## src/rtl/ham_pkg.sv

```systemverilog
// Shared Hamming SECDED geometry helpers: length derivation and data-to-position mapping.
package ham_pkg;

  function automatic int unsigned calc_n(input int unsigned m);
    return (32'd1 << m) - 32'd1;
  endfunction

  function automatic int unsigned calc_k(input int unsigned m);
    return calc_n(m) - m;
  endfunction

  function automatic int unsigned calc_cw(input int unsigned m);
    return calc_n(m) + 32'd1;
  endfunction

  function automatic logic is_pow2(input int unsigned p);
    return (p != 32'd0) && ((p & (p - 32'd1)) == 32'd0);
  endfunction

  // 1-based Hamming position of data bit j (j-th non-power-of-two position)
  function automatic int unsigned data_pos(input int unsigned j);
    int unsigned cnt;
    int unsigned pos;
    cnt = 32'd0;
    pos = 32'd0;
    for (int unsigned p = 1; p < 64; p++) begin
      if (!is_pow2(p) && (pos == 32'd0)) begin
        if (cnt == j) pos = p;
        cnt = cnt + 32'd1;
      end
    end
    return pos;
  endfunction

endpackage

```

## src/rtl/ham_syndrome.sv

```systemverilog
// Combinational Hamming syndrome and overall parity of a SECDED codeword.
module ham_syndrome
  import ham_pkg::*;
#(
  parameter int unsigned M = 4,
  localparam int unsigned N = calc_n(M),
  localparam int unsigned CW = calc_cw(M)
) (
  input  logic [CW-1:0] code_i,
  output logic [M-1:0]  s_o,
  output logic          p_o
);

  localparam int unsigned IW = $clog2(CW);
  localparam int unsigned SW = $clog2(M);

  always_comb begin
    s_o = '0;
    for (int unsigned p = 1; p <= N; p++) begin
      for (int unsigned b = 0; b < M; b++) begin
        if (((p >> b) & 32'd1) != 32'd0) s_o[SW'(b)] = s_o[SW'(b)] ^ code_i[IW'(p - 1)];
      end
    end
  end

  assign p_o = ^code_i;

endmodule

```

## src/rtl/ham_secded_stream_decoder.sv

```systemverilog
// Two-stage valid/ready SECDED decoder: S1 holds code+syndrome, S2 holds corrected data and flags.
module ham_secded_stream_decoder
  import ham_pkg::*;
#(
  parameter int unsigned M = 4,
  parameter int unsigned CNT_W = 16,
  localparam int unsigned N = calc_n(M),
  localparam int unsigned K = calc_k(M),
  localparam int unsigned CW = calc_cw(M)
) (
  input  logic             clk,
  input  logic             rst_n,
  input  logic             in_valid,
  input  logic [CW-1:0]    in_code,
  output logic             in_ready,
  output logic             out_valid,
  output logic [K-1:0]     out_data,
  output logic             out_sec,
  output logic             out_ded,
  input  logic             out_ready,
  input  logic             clr_cnt,
  output logic [CNT_W-1:0] sec_cnt,
  output logic [CNT_W-1:0] ded_cnt
);

  localparam int unsigned IW = $clog2(CW);
  localparam int unsigned KW = $clog2(K);

  logic             s1_valid_q, s1_valid_d;
  logic [CW-1:0]    s1_code_q, s1_code_d;
  logic [M-1:0]     s1_syn_q, s1_syn_d;
  logic             s1_par_q, s1_par_d;
  logic             out_valid_q, out_valid_d;
  logic [K-1:0]     out_data_q, out_data_d;
  logic             out_sec_q, out_sec_d;
  logic             out_ded_q, out_ded_d;
  logic [CNT_W-1:0] sec_cnt_q, sec_cnt_d;
  logic [CNT_W-1:0] ded_cnt_q, ded_cnt_d;

  logic [M-1:0]     in_syn_c;
  logic             in_par_c;
  logic             s2_adv_c;
  logic             s1_adv_c;
  logic             out_hs_c;
  logic [CW-1:0]    fixed_c;
  logic [K-1:0]     data_c;
  logic             sec_c;
  logic             ded_c;

  ham_syndrome #(.M(M)) u_syn (
    .code_i (in_code),
    .s_o    (in_syn_c),
    .p_o    (in_par_c)
  );

  assign s2_adv_c = !out_valid_q || out_ready;
  assign s1_adv_c = !s1_valid_q || s2_adv_c;
  assign out_hs_c = out_valid_q && out_ready;

  // Single-bit correction only when overall parity flags an odd error count
  always_comb begin
    fixed_c = s1_code_q;
    for (int unsigned p = 1; p <= N; p++) begin
      if (s1_par_q && (s1_syn_q == M'(p))) fixed_c[IW'(p - 1)] = ~s1_code_q[IW'(p - 1)];
    end
    data_c = '0;
    for (int unsigned j = 0; j < K; j++) begin
      data_c[KW'(j)] = fixed_c[IW'(data_pos(j) - 1)];
    end
    sec_c = s1_par_q;
    ded_c = !s1_par_q && (s1_syn_q != '0);
  end

  always_comb begin
    s1_valid_d  = s1_valid_q;
    s1_code_d   = s1_code_q;
    s1_syn_d    = s1_syn_q;
    s1_par_d    = s1_par_q;
    out_valid_d = out_valid_q;
    out_data_d  = out_data_q;
    out_sec_d   = out_sec_q;
    out_ded_d   = out_ded_q;
    sec_cnt_d   = sec_cnt_q;
    ded_cnt_d   = ded_cnt_q;

    if (s1_adv_c) begin
      s1_valid_d = in_valid;
      if (in_valid) begin
        s1_code_d = in_code;
        s1_syn_d  = in_syn_c;
        s1_par_d  = in_par_c;
      end
    end

    if (s2_adv_c) begin
      out_valid_d = s1_valid_q;
      if (s1_valid_q) begin
        out_data_d = data_c;
        out_sec_d  = sec_c;
        out_ded_d  = ded_c;
      end
    end

    // Clear takes priority over a coincident increment
    if (clr_cnt) begin
      sec_cnt_d = '0;
      ded_cnt_d = '0;
    end else if (out_hs_c) begin
      if (out_sec_q && (sec_cnt_q != '1)) sec_cnt_d = sec_cnt_q + CNT_W'(1);
      if (out_ded_q && (ded_cnt_q != '1)) ded_cnt_d = ded_cnt_q + CNT_W'(1);
    end
  end

  always_ff @(posedge clk or negedge rst_n) begin
    if (!rst_n) begin
      s1_valid_q  <= 1'b0;
      s1_code_q   <= '0;
      s1_syn_q    <= '0;
      s1_par_q    <= 1'b0;
      out_valid_q <= 1'b0;
      out_data_q  <= '0;
      out_sec_q   <= 1'b0;
      out_ded_q   <= 1'b0;
      sec_cnt_q   <= '0;
      ded_cnt_q   <= '0;
    end else begin
      s1_valid_q  <= s1_valid_d;
      s1_code_q   <= s1_code_d;
      s1_syn_q    <= s1_syn_d;
      s1_par_q    <= s1_par_d;
      out_valid_q <= out_valid_d;
      out_data_q  <= out_data_d;
      out_sec_q   <= out_sec_d;
      out_ded_q   <= out_ded_d;
      sec_cnt_q   <= sec_cnt_d;
      ded_cnt_q   <= ded_cnt_d;
    end
  end

  assign in_ready  = s1_adv_c;
  assign out_valid = out_valid_q;
  assign out_data  = out_data_q;
  assign out_sec   = out_sec_q;
  assign out_ded   = out_ded_q;
  assign sec_cnt   = sec_cnt_q;
  assign ded_cnt   = ded_cnt_q;

endmodule

```

## config.mk

```make
export PLATFORM = sky130hd
export DESIGN_NAME = ham_secded_stream_decoder
export DESIGN_NICKNAME = d
export VERILOG_FILES = /design/src/rtl/ham_pkg.sv /design/src/rtl/ham_syndrome.sv /design/src/rtl/ham_secded_stream_decoder.sv
export SDC_FILE = /design/constraint.sdc
export NUM_CORES = 1
export LEC_CHECK = 0
export CAP_MARGIN = 10
export CORE_UTILIZATION = 51
export DETAILED_ROUTE_END_ITERATION = 16
export PLACE_DENSITY_LB_ADDON = 0.1
export SETUP_SLACK_MARGIN = 0.2
export SLEW_MARGIN = 5
export SYNTH_ARGS = -nofsm -noshare
export SYNTH_HDL_FRONTEND = slang
export SYNTH_SLANG_ARGS = --single-unit
```

## constraint.sdc

```tcl
create_clock -name clk -period 2.29 [get_ports clk]
set_clock_uncertainty 0.2 [all_clocks]
set_input_delay 0.458 -clock clk [delete_from_list [all_inputs] [get_ports clk]]
set_output_delay 0.458 -clock clk [all_outputs]
set_load 0.01 [all_outputs]
```

== After elaboration in Yosys (flattened, before gate mapping) ==
Cells that the tools add are included.
Storage, ports and cells
  bits in registers: 67
  output and inout bits: 47
  logic and storage cells: 110
  input port bits: 21
Operators by class
  reduce and logical (&&, ||, !) cells: 29
  add/subtract/negate cells: 2
  mux-type cells: 17
  bitwise logic cells: 39
  eq/ne operators: 13
Operators by type and width (count)
  $mux 16: 6
  $add 16x1->16 const B: 2
  $ne 16x16->1 const B: 2
  $eq 4x4->1 const B: 7
  $xor 1x1->1: 28
  $reduce_xor 16->1: 1
  $logic_and 1x1->1: 15
  $eq 4x3->1 const B: 3
  $mux 1: 11
  $not 1->1: 11
  $reduce_and 2->1: 4
  $reduce_bool 2->1: 3
  $eq 4x2->1 const B: 1
  $reduce_bool 4->1: 1
  $logic_not 1->1: 3
  $logic_or 1x1->1: 2

== Depth between registers and ports, before layout ==
Gate-level depths: netlist of the first run.
  word-level depth: 7
  depth in mapped cells: 7
  depth with buffers taken out: 6

== Cells and area by module ==
A second synthesis of the first run with hierarchy kept.
Second synthesis, totals
  cell total of the unflattened synthesis: 320
  area, all modules: 3367.0 sq um
Modules (own cells, without submodules)
  ham_secded_stream_decoder: area an instance 3057.9 sq um, times used 1, cells each 297, seq. area each 1576.5 sq um
  ham_syndrome: area an instance 309.0 sq um, times used 1, cells each 23, seq. area each 0.0 sq um

== Worst setup path before layout of the first run ==
Ideal clock, no wire load.
  path kind: reg-to-reg
  start point: reg ded_cnt_q[0], in the netlist ded_cnt[0]
  end point: reg ded_cnt_q[14], in the netlist ded_cnt[14]
  path buffers: 0
  arrival: 1675 ps
  setup time: 132 ps
  required time: 1958 ps
  slack: 283 ps
  stages on the path, launching flop included: 7
  period minus slack after synthesis: 2007 ps
  cell sequence: dfrtp_1 ha_1 nand2_1 nor4_4 nor4b_4 xnor2_1 nor2_1
Between the ends
  longest elaborated chain between the ends: 4
  elaborated cells between the ends (all ways): 8
  classes of those cells: add/sub (1); eq/ne (1); mux (3); reduce/logical (3)
Ends and longest elaborated chain
  start, declared: line ham_secded_stream_decoder.sv:38  | logic [CNT_W-1:0] ded_cnt_q, ded_cnt_d;
  start signal, assigned: line ham_secded_stream_decoder.sv:136  | ded_cnt_q <= ded_cnt_d;
  $add 16x1->16 / $ne 16x16->1 (equally long branches): line ham_secded_stream_decoder.sv:110  | if (out_ded_q && (ded_cnt_q != '1)) ded_cnt_d = ded_cnt_q + CNT_W'(1);
  $mux 16 / $logic_and 1x1->1 (equally long branches): line ham_secded_stream_decoder.sv:110
  $mux 16 / $reduce_bool 2->1 (equally long branches)
  $mux 16 / $reduce_and 2->1 (equally long branches)
Parallel ways exist; a longest one is shown, timed or not. The select of a mux whose other input is x is not followed.
A chain may end at the register's enable or synchronous reset.

== Worst setup path after layout of the first run ==
  start point: reg sec_cnt_q[11], in the netlist sec_cnt[11]
  end point: reg sec_cnt_q[10], in the netlist sec_cnt[10]
Between the ends
  longest elaborated chain between the ends: 4
Ends and longest elaborated chain
  start, declared: line ham_secded_stream_decoder.sv:37  | logic [CNT_W-1:0] sec_cnt_q, sec_cnt_d;
  start signal, assigned: line ham_secded_stream_decoder.sv:135  | sec_cnt_q <= sec_cnt_d;
  $ne 16x16->1: line ham_secded_stream_decoder.sv:109  | if (out_sec_q && (sec_cnt_q != '1)) sec_cnt_d = sec_cnt_q + CNT_W'(1);
  $logic_and 1x1->1: line ham_secded_stream_decoder.sv:109
  $reduce_bool 2->1 (no source line)
  $reduce_and 2->1 (no source line)
Every way passes these cells.

==> results.md, run 1 <==
- Status: completed
- Slew Limit Fails: 0
- CP endpoint kind: flop
- Die Wd: between 80 and 90 µm
- Top post-synthesis cells by area: dfrtp_1 (48%), xnor2_1 (11%), nor2_1 (5.8%)
- Die area: 6830 µm²
- FFs w/ async S/R, synth: 100%
- GPL Wtd Cong: a little under 0.8
- CTS Buffer Depth: 2
- CP startpoint kind: flop
- Endpoints failing setup: 0
- Pwr dens: between 600 and 700 nW/µm²
- Vias in the first global route: around 2.4k
- Iter 0 DRT Violations: about 120
- Syn_area_per_cell: just over 10 µm²
- Yosys top cell by area: dfrtp_1
- Setup TNS: 0 ns
- Core footprint: 6310 µm²
- Leakage power: about 1.8 nW
- WL per Instance: between 10 and 15 µm
- H-tree Lvls: 3
- Worst Hold Class: flop to flop
- Met3 Track Usage GR: under 10%
- Post-synth top cells: dfrtp_1 (63), nor2_1 (51), xnor2_1 (40), a21oi_1 (19), xor2_1 (19)
- I/O pin total: 68
- DP HPWL: ~5000 µm
- Area added between synthesis and finish: 37.5%
- Slew Limit Headroom: 73.1%
- CTS sink count: 63
- Worst path max stage delay: ~0.58 ns
- Finished Layout Cells: 502
- Share of cells above drive strength 1: between 20% and 30%
- Unrepaired setup endpoints after global routing: yes
- CP cell instances: nand4_1, buf_4, or4_4, and4b_1, xnor2_1, nor2_1
- Routed vias/inst: 5.35
- Vias post-DR: around 2.7k
- CTS root buf: clkbuf_8
- DRC: 0
- Peak supply drop: between 0.3 and 0.4 mV
- Post-synth net total: approximately 340
- Critical path data arrival time: 2.09 ns
- CTS tree: yes
- Dpl ws: -0.0796 ns
- Initial core utilization: 52.5%
- IO Port Bufs: 67
- CP max-delay cell: or4_4
- Hold Slack: between 0.3 and 0.4 ns
- ANT cells: 0
- Post-synth EDFFs: 0
- Routed Antenna Nets: 0
- Num CTS Buffers: 9
- Antenna violations before repair: 0
- Setup ws final: between 0.2 and 0.25 ns
- Post-synth top area share: 47.6%
- Routing usage on met1: 26.9%
- Tot GR Track Use: 21.9%
- Die Height: 82.6 µm
- Pin count of the biggest net entering global routing: 64
- Max Cap Viol: 0
- Routed wire length: about 7200 µm
- Nets: roughly 440
- Worst Path Max Fanout: 6
- Final Hold Vio Count: 0
- Clock Latency Late Sink: 0.34 ns
- M2 GR Usage: 37.7%
- Fin crit share: 90.1%
- Fin area: between 4000 and 5000 µm²
- Grt total ovfl: 0
- Most used routing layer: met2
- Most common cell in the netlist: dfrtp_1
- Fin crit period: 2.06 ns
- Predominant post-synthesis flop cell: dfrtp_1
- Ys Warns: 0
- Cells after DPL: 477
- Synth Instances: 319
- Yosys cell types: 46
- Worst path required time: 2.31 ns
- Critical path class: flop to flop
- Worst-margin pin slew: 0.398 ns
- Fmax: 485 MHz
- DRT Pass-1 Iters: 4
- Clk slew on worst S/H paths: 0.07 ns
- Area after DPL: 4250 µm²
- First-pass GRT wire length: between 10,000 and 15,000 µm
- Row count: 29
- Yosys reg bits: 63
- Synth Cell Area: between 3000 and 4000 µm²
- Seq/Total Area, Yosys: between 40% and 50%
cells in the final DEF, fill, tap and decap left out, types with 4 or more instances in the layout:
| cell type | n |
|---|---|
| mux2_2 | 14 |
| clkinv_2 | 4 |
| buf_4 | 32 |
| nor2_1 | 50 |
| clkdlybuf4s50_1 | 63 |
| clkbuf_8 | 11 |
| dfrtp_1 | 60 |
| nand4_1 | 6 |
| o21ai_0 | 4 |
| inv_1 | 5 |
| xor2_1 | 18 |
| a211oi_1 | 6 |
| nand2b_1 | 5 |
| a21oi_1 | 19 |
| nand3_1 | 11 |
| nand2_1 | 13 |
| xnor2_1 | 39 |
worst max-delay path: cells and delay by family, from the launching register on:
kind | cells | cell delay (ns)
xor+xnor | 1 | 0.15
simple gates | 4 | 1.02
flops | 1 | 0.40
buf+inv | 1 | 0.17
power breakdown:
group          internal, mW  switching (mW)  total, mW
Sequential             1.26           0.142       1.40
Combinational         0.468           0.339      0.807
Clock                 0.445           0.429      0.874
Total                  2.17           0.910       3.08
sequential cells by signal (all words and copies together), names as in the netlist:
name        flops
out_sec         1
ded_cnt        16
s1_syn_q        4
sec_cnt        16
out_data       11
out_valid       1
s1_valid_q      1
out_ded         1
s1_code_q      11
s1_par_q        1
cells by family after synthesis:
group / after synthesis / synth area share [%]
AOI/OAI and AO/OA: 44 / 8.87
buffers and inverters: 18 / 2.34
xor gates and xnor gates: 61 / 16.8
muxes: 16 / 5.36
DFF: 63 / 47.6
and+or+nand+nor: 115 / 18.3
adders and majority gates: 2 / 0.755
routing by layer:
metal	routed length (µm)	share of wire, %
met1	3050	42
met2	3750	52
met3	244	3.4
met4	128	1.8
met5	0	0
path summary, 6_finish.rpt:
path	cells past startpoint	end	startpoint	slack, ns
min in group asynchronous	3	sec_cnt[11]	rst_n	0.45
max in group asynchronous	3	ded_cnt[2]	rst_n	1.12
min reg2reg	1	out_valid	s1_valid_q	0.30
max	6	sec_cnt[10]	sec_cnt[11]	0.23
min	1	out_valid	s1_valid_q	0.30
max reg2reg	6	sec_cnt[10]	sec_cnt[11]	0.23
metrics by stage:
| step | util (%) | power, mW |
|---|---|---|
| floorplan | - | 1.83 |
| global placement | 67.2 | 2.20 |
| detailed placement | 67.2 | 2.23 |
| CTS | 70.3 | 3.10 |
| global route | 72.2 | 3.25 |
| finish | 72.2 | 3.08 |
area by class of cell:
class / instances / area [µm²]
sequential: 63 / 1580
clock inverter: 4 / 20.0
clock buffer: 12 / 155
inverter: 5 / 18.8
timing repair buffer: 102 / 961
fill: 488 / 1760
tap: 77 / 96.3
multi-input combinational: 239 / 1730
repair_timing:
action | CTS | global route
endpoints found under the setup margin | 2 | 18
buffers inserted | 1 | 6
hold endpoints to repair | 63 | 0
gates resized for setup | 1 | 18
hold buffers | 1 | 0
cloned | 0 | 1
pin swaps | 0 | 8
No activity file was read; power rests on OpenSTA's default activity.
==> inputs of run 2 (changes only) <==
--- a/config.mk
+++ b/config.mk
@@ -6,8 +6,9 @@
 export NUM_CORES = 1
 export LEC_CHECK = 0
 export CAP_MARGIN = 10
-export CORE_UTILIZATION = 51
+export CORE_UTILIZATION = 55
 export DETAILED_ROUTE_END_ITERATION = 16
+export DONT_BUFFER_PORTS = 1
 export PLACE_DENSITY_LB_ADDON = 0.1
 export SETUP_SLACK_MARGIN = 0.2
 export SLEW_MARGIN = 5
==> run 2 against run 1 <==
Net effect: the run now ends with hold timing left; sequential cell count is the same; first-iteration DRC count grew 11%; setup slack gained 0.058 ns; cell count shrank 19%; via count shrank 14%; core utilization shrank 7.2 points; fmax grew 2.9%; critical endpoint is now sec_cnt[6]; highest routed layer unchanged.
==> results.md, run 2 (synthesized netlist as in run 1, its figures left out) <==
- Critical path data arrival time: 2.02 ns (-0.07 ns)
- Routed vias/inst: 5.70 (+6.6%)
- IO Port Bufs: 0 (-100%)
- CP bufs+invs: 1 (unchanged)
- Fin crit share: 87.5% (-2.5 points)
- Worst Hold Class: input pin to asynchronous set/reset pin
- Area added between synthesis and finish: 10.6%
- CP cell instances: nand4_1, or4_4, buf_4, nand2_1, xor2_1, nor2_1
- Pwr dens: 785 nW/µm² (+16%)
- Tot GR Track Use: 22.1% (+0.20 points)
- Num CTS Buffers: 9 (unchanged)
- Die Wd: 79.6 µm (-3.6%)
- ANT cells: 0 (unchanged)
- Post-CTS Hold Fix Bufs: 1 (unchanged)
- Clk slew on worst S/H paths: 0.07 ns (about the same)
- Peak supply drop: 0.440 mV (+11%)
- Core footprint: 5640 µm² (-11%)
- Antenna violations before repair: 0 (unchanged)
- Area after DPL: 3410 µm² (-20%)
- Share of cells above drive strength 1: 18.0% (-2.5 points)
- Setup TNS: 0 ns (unchanged)
- CP delay by family, top: simple AND/OR/NAND/NOR gates
- Commonest non-fill, non-tap cell in the layout: dfrtp_1
- Fin crit period: 2.00 ns (-0.0581 ns)
- Grt total ovfl: 0 (unchanged)
- CTS Buffer Depth: 2 (unchanged)
- Status: finished with violations
- Pin count of the biggest net entering global routing: 64 (unchanged)
- Die Height: 79.6 µm (-3.6%)
- Nets: 352 (-21%)
- CTS sink count: 63 (unchanged)
- Worst path max stage delay: 0.60 ns (+0.02 ns)
- Routed wire length: 6290 µm (-12%)
- Die area: 6340 µm² (-7.1%)
- Leakage power: 1.44 nW (-22%)
- Endpoints failing setup: 0 (unchanged)
- H-tree Lvls: 3 (unchanged)
- Fmax: 499 MHz (+2.9%)
- I/O pin total: 68 (unchanged)
- Commonest cells after routing, fill and taps aside: dfrtp_1 (60), nor2_1 (50), xnor2_1 (40)
- CTS tree: yes
- Violated checks: hold timing
- Slew Limit Fails: 0 (unchanged)
- WL per Instance: 15.5 µm (+8.5%)
- CP endpoint kind: flop
- Worst-margin pin slew: 0.539 ns (+0.142 ns)
- Clock Latency Late Sink: 0.34 ns (about the same)
- CP startpoint kind: flop
- Max Cap Viol: 0 (unchanged)
- CP max-delay cell: or4_4
- Slew Limit Headroom: 63.5% (-9.6 points)
- Initial core utilization: 58.7% (+6.3 points)
- Vias post-DR: 2,314 (-14%)
- CTS root buf: clkbuf_8
- Hold Slack: -0.391 ns (-0.696 ns)
- Critical path class: flop to flop
- DRT Pass-1 Iters: 4 (unchanged)
- DP HPWL: 4450 µm (-10%)
- Final Hold Vio Count: 63 (+63)
- Worst path required time: 2.30 ns (about the same)
- DRC: 0 (unchanged)
- Unrepaired setup endpoints after global routing: yes
- Row count: 27 (-6.9%)
- Vias in the first global route: 2,252 (-7.6%)
- Fin area: 3660 µm² (-20%)
- First-pass GRT wire length: 10,500 µm (-4.7%)
- GPL Wtd Cong: 0.746 (-5.8%)
- Worst Path Max Fanout: 11 (+5)
- Iter 0 DRT Violations: 135 (+11%)
- Routed Antenna Nets: 0 (unchanged)
[run 2: layer usage]
| metal | vias to the layer above | part of all wire, % | track usage [%] |
|---|---|---|---|
| li1 | 1130 | - | - |
| met1 | 1125 | 44 | 26.0 |
| met2 | 52 | 50 | 37.4 |
| met3 | 7 | 4.9 | 6.51 |
| met4 | 0 | 1.1 | 9.27 |
| met5 | - | 0 | 0 |
[run 2: per-stage QoR]
stage	cells	util, %	power, mW	hold WS, ns	worst slack, ns
final	406	65.0	2.88	-0.391	0.285
after global routing	406	65.0	3.03	-0.410	0.152
after CTS	403	64.1	2.90	-0.403	0.203
after detailed placement	386	60.4	1.94	-0.0362	0.219
after global placement	386	60.4	1.93	-0.0362	0.276
after floorplan	319	-	1.83	-0.0376	0.283
[run 2: final timing paths]
| kind | startpoint | to | slack (ns) | cells after the start |
|---|---|---|---|---|
| setup / recovery | sec_cnt[10] | sec_cnt[6] | 0.29 | 6 |
| hold / removal | rst_n | ded_cnt[8] | -0.39 | 0 |
| setup reg to reg | sec_cnt[10] | sec_cnt[6] | 0.29 | 6 |
| hold reg to reg | s1_valid_q | out_valid | 0.28 | 1 |
| max in group asynchronous | rst_n | ded_cnt[2] | 2.18 | 0 |
| min in group clk | in_valid | s1_valid_q | 0.03 | 1 |
[run 2: worst register-to-register path, delay by kind of cell (launching register included)]
family,cells,cell delay [ns]
and+or+nand+nor,4,0.91
DFF,1,0.43
buffers and inverters,1,0.17
xor gates and xnor gates,1,0.17
[run 2: repair_timing]
item,in CTS,in global routing
buffers inserted,0,3
endpoints found under the hold margin,95,63
pin swaps,0,1
resized for setup,1,9
endpoints found under the setup margin,1,18
[run 2: area by class of cell]
cell class	instances	area, µm²
multi-input cells	238	1680
clock buffers	12	145
fillers	459	1980
well taps	72	90.1
inverters	5	18.8
flip-flops and latches	63	1580
clock inverters	4	45.0
repair buffers	12	103
[run 2: power by group]
part	internal (mW)	leakage, nW	switching (mW)
logic	0.261	0.545	0.225
clock network	0.528	0.100	0.415
registers	1.26	0.797	0.190
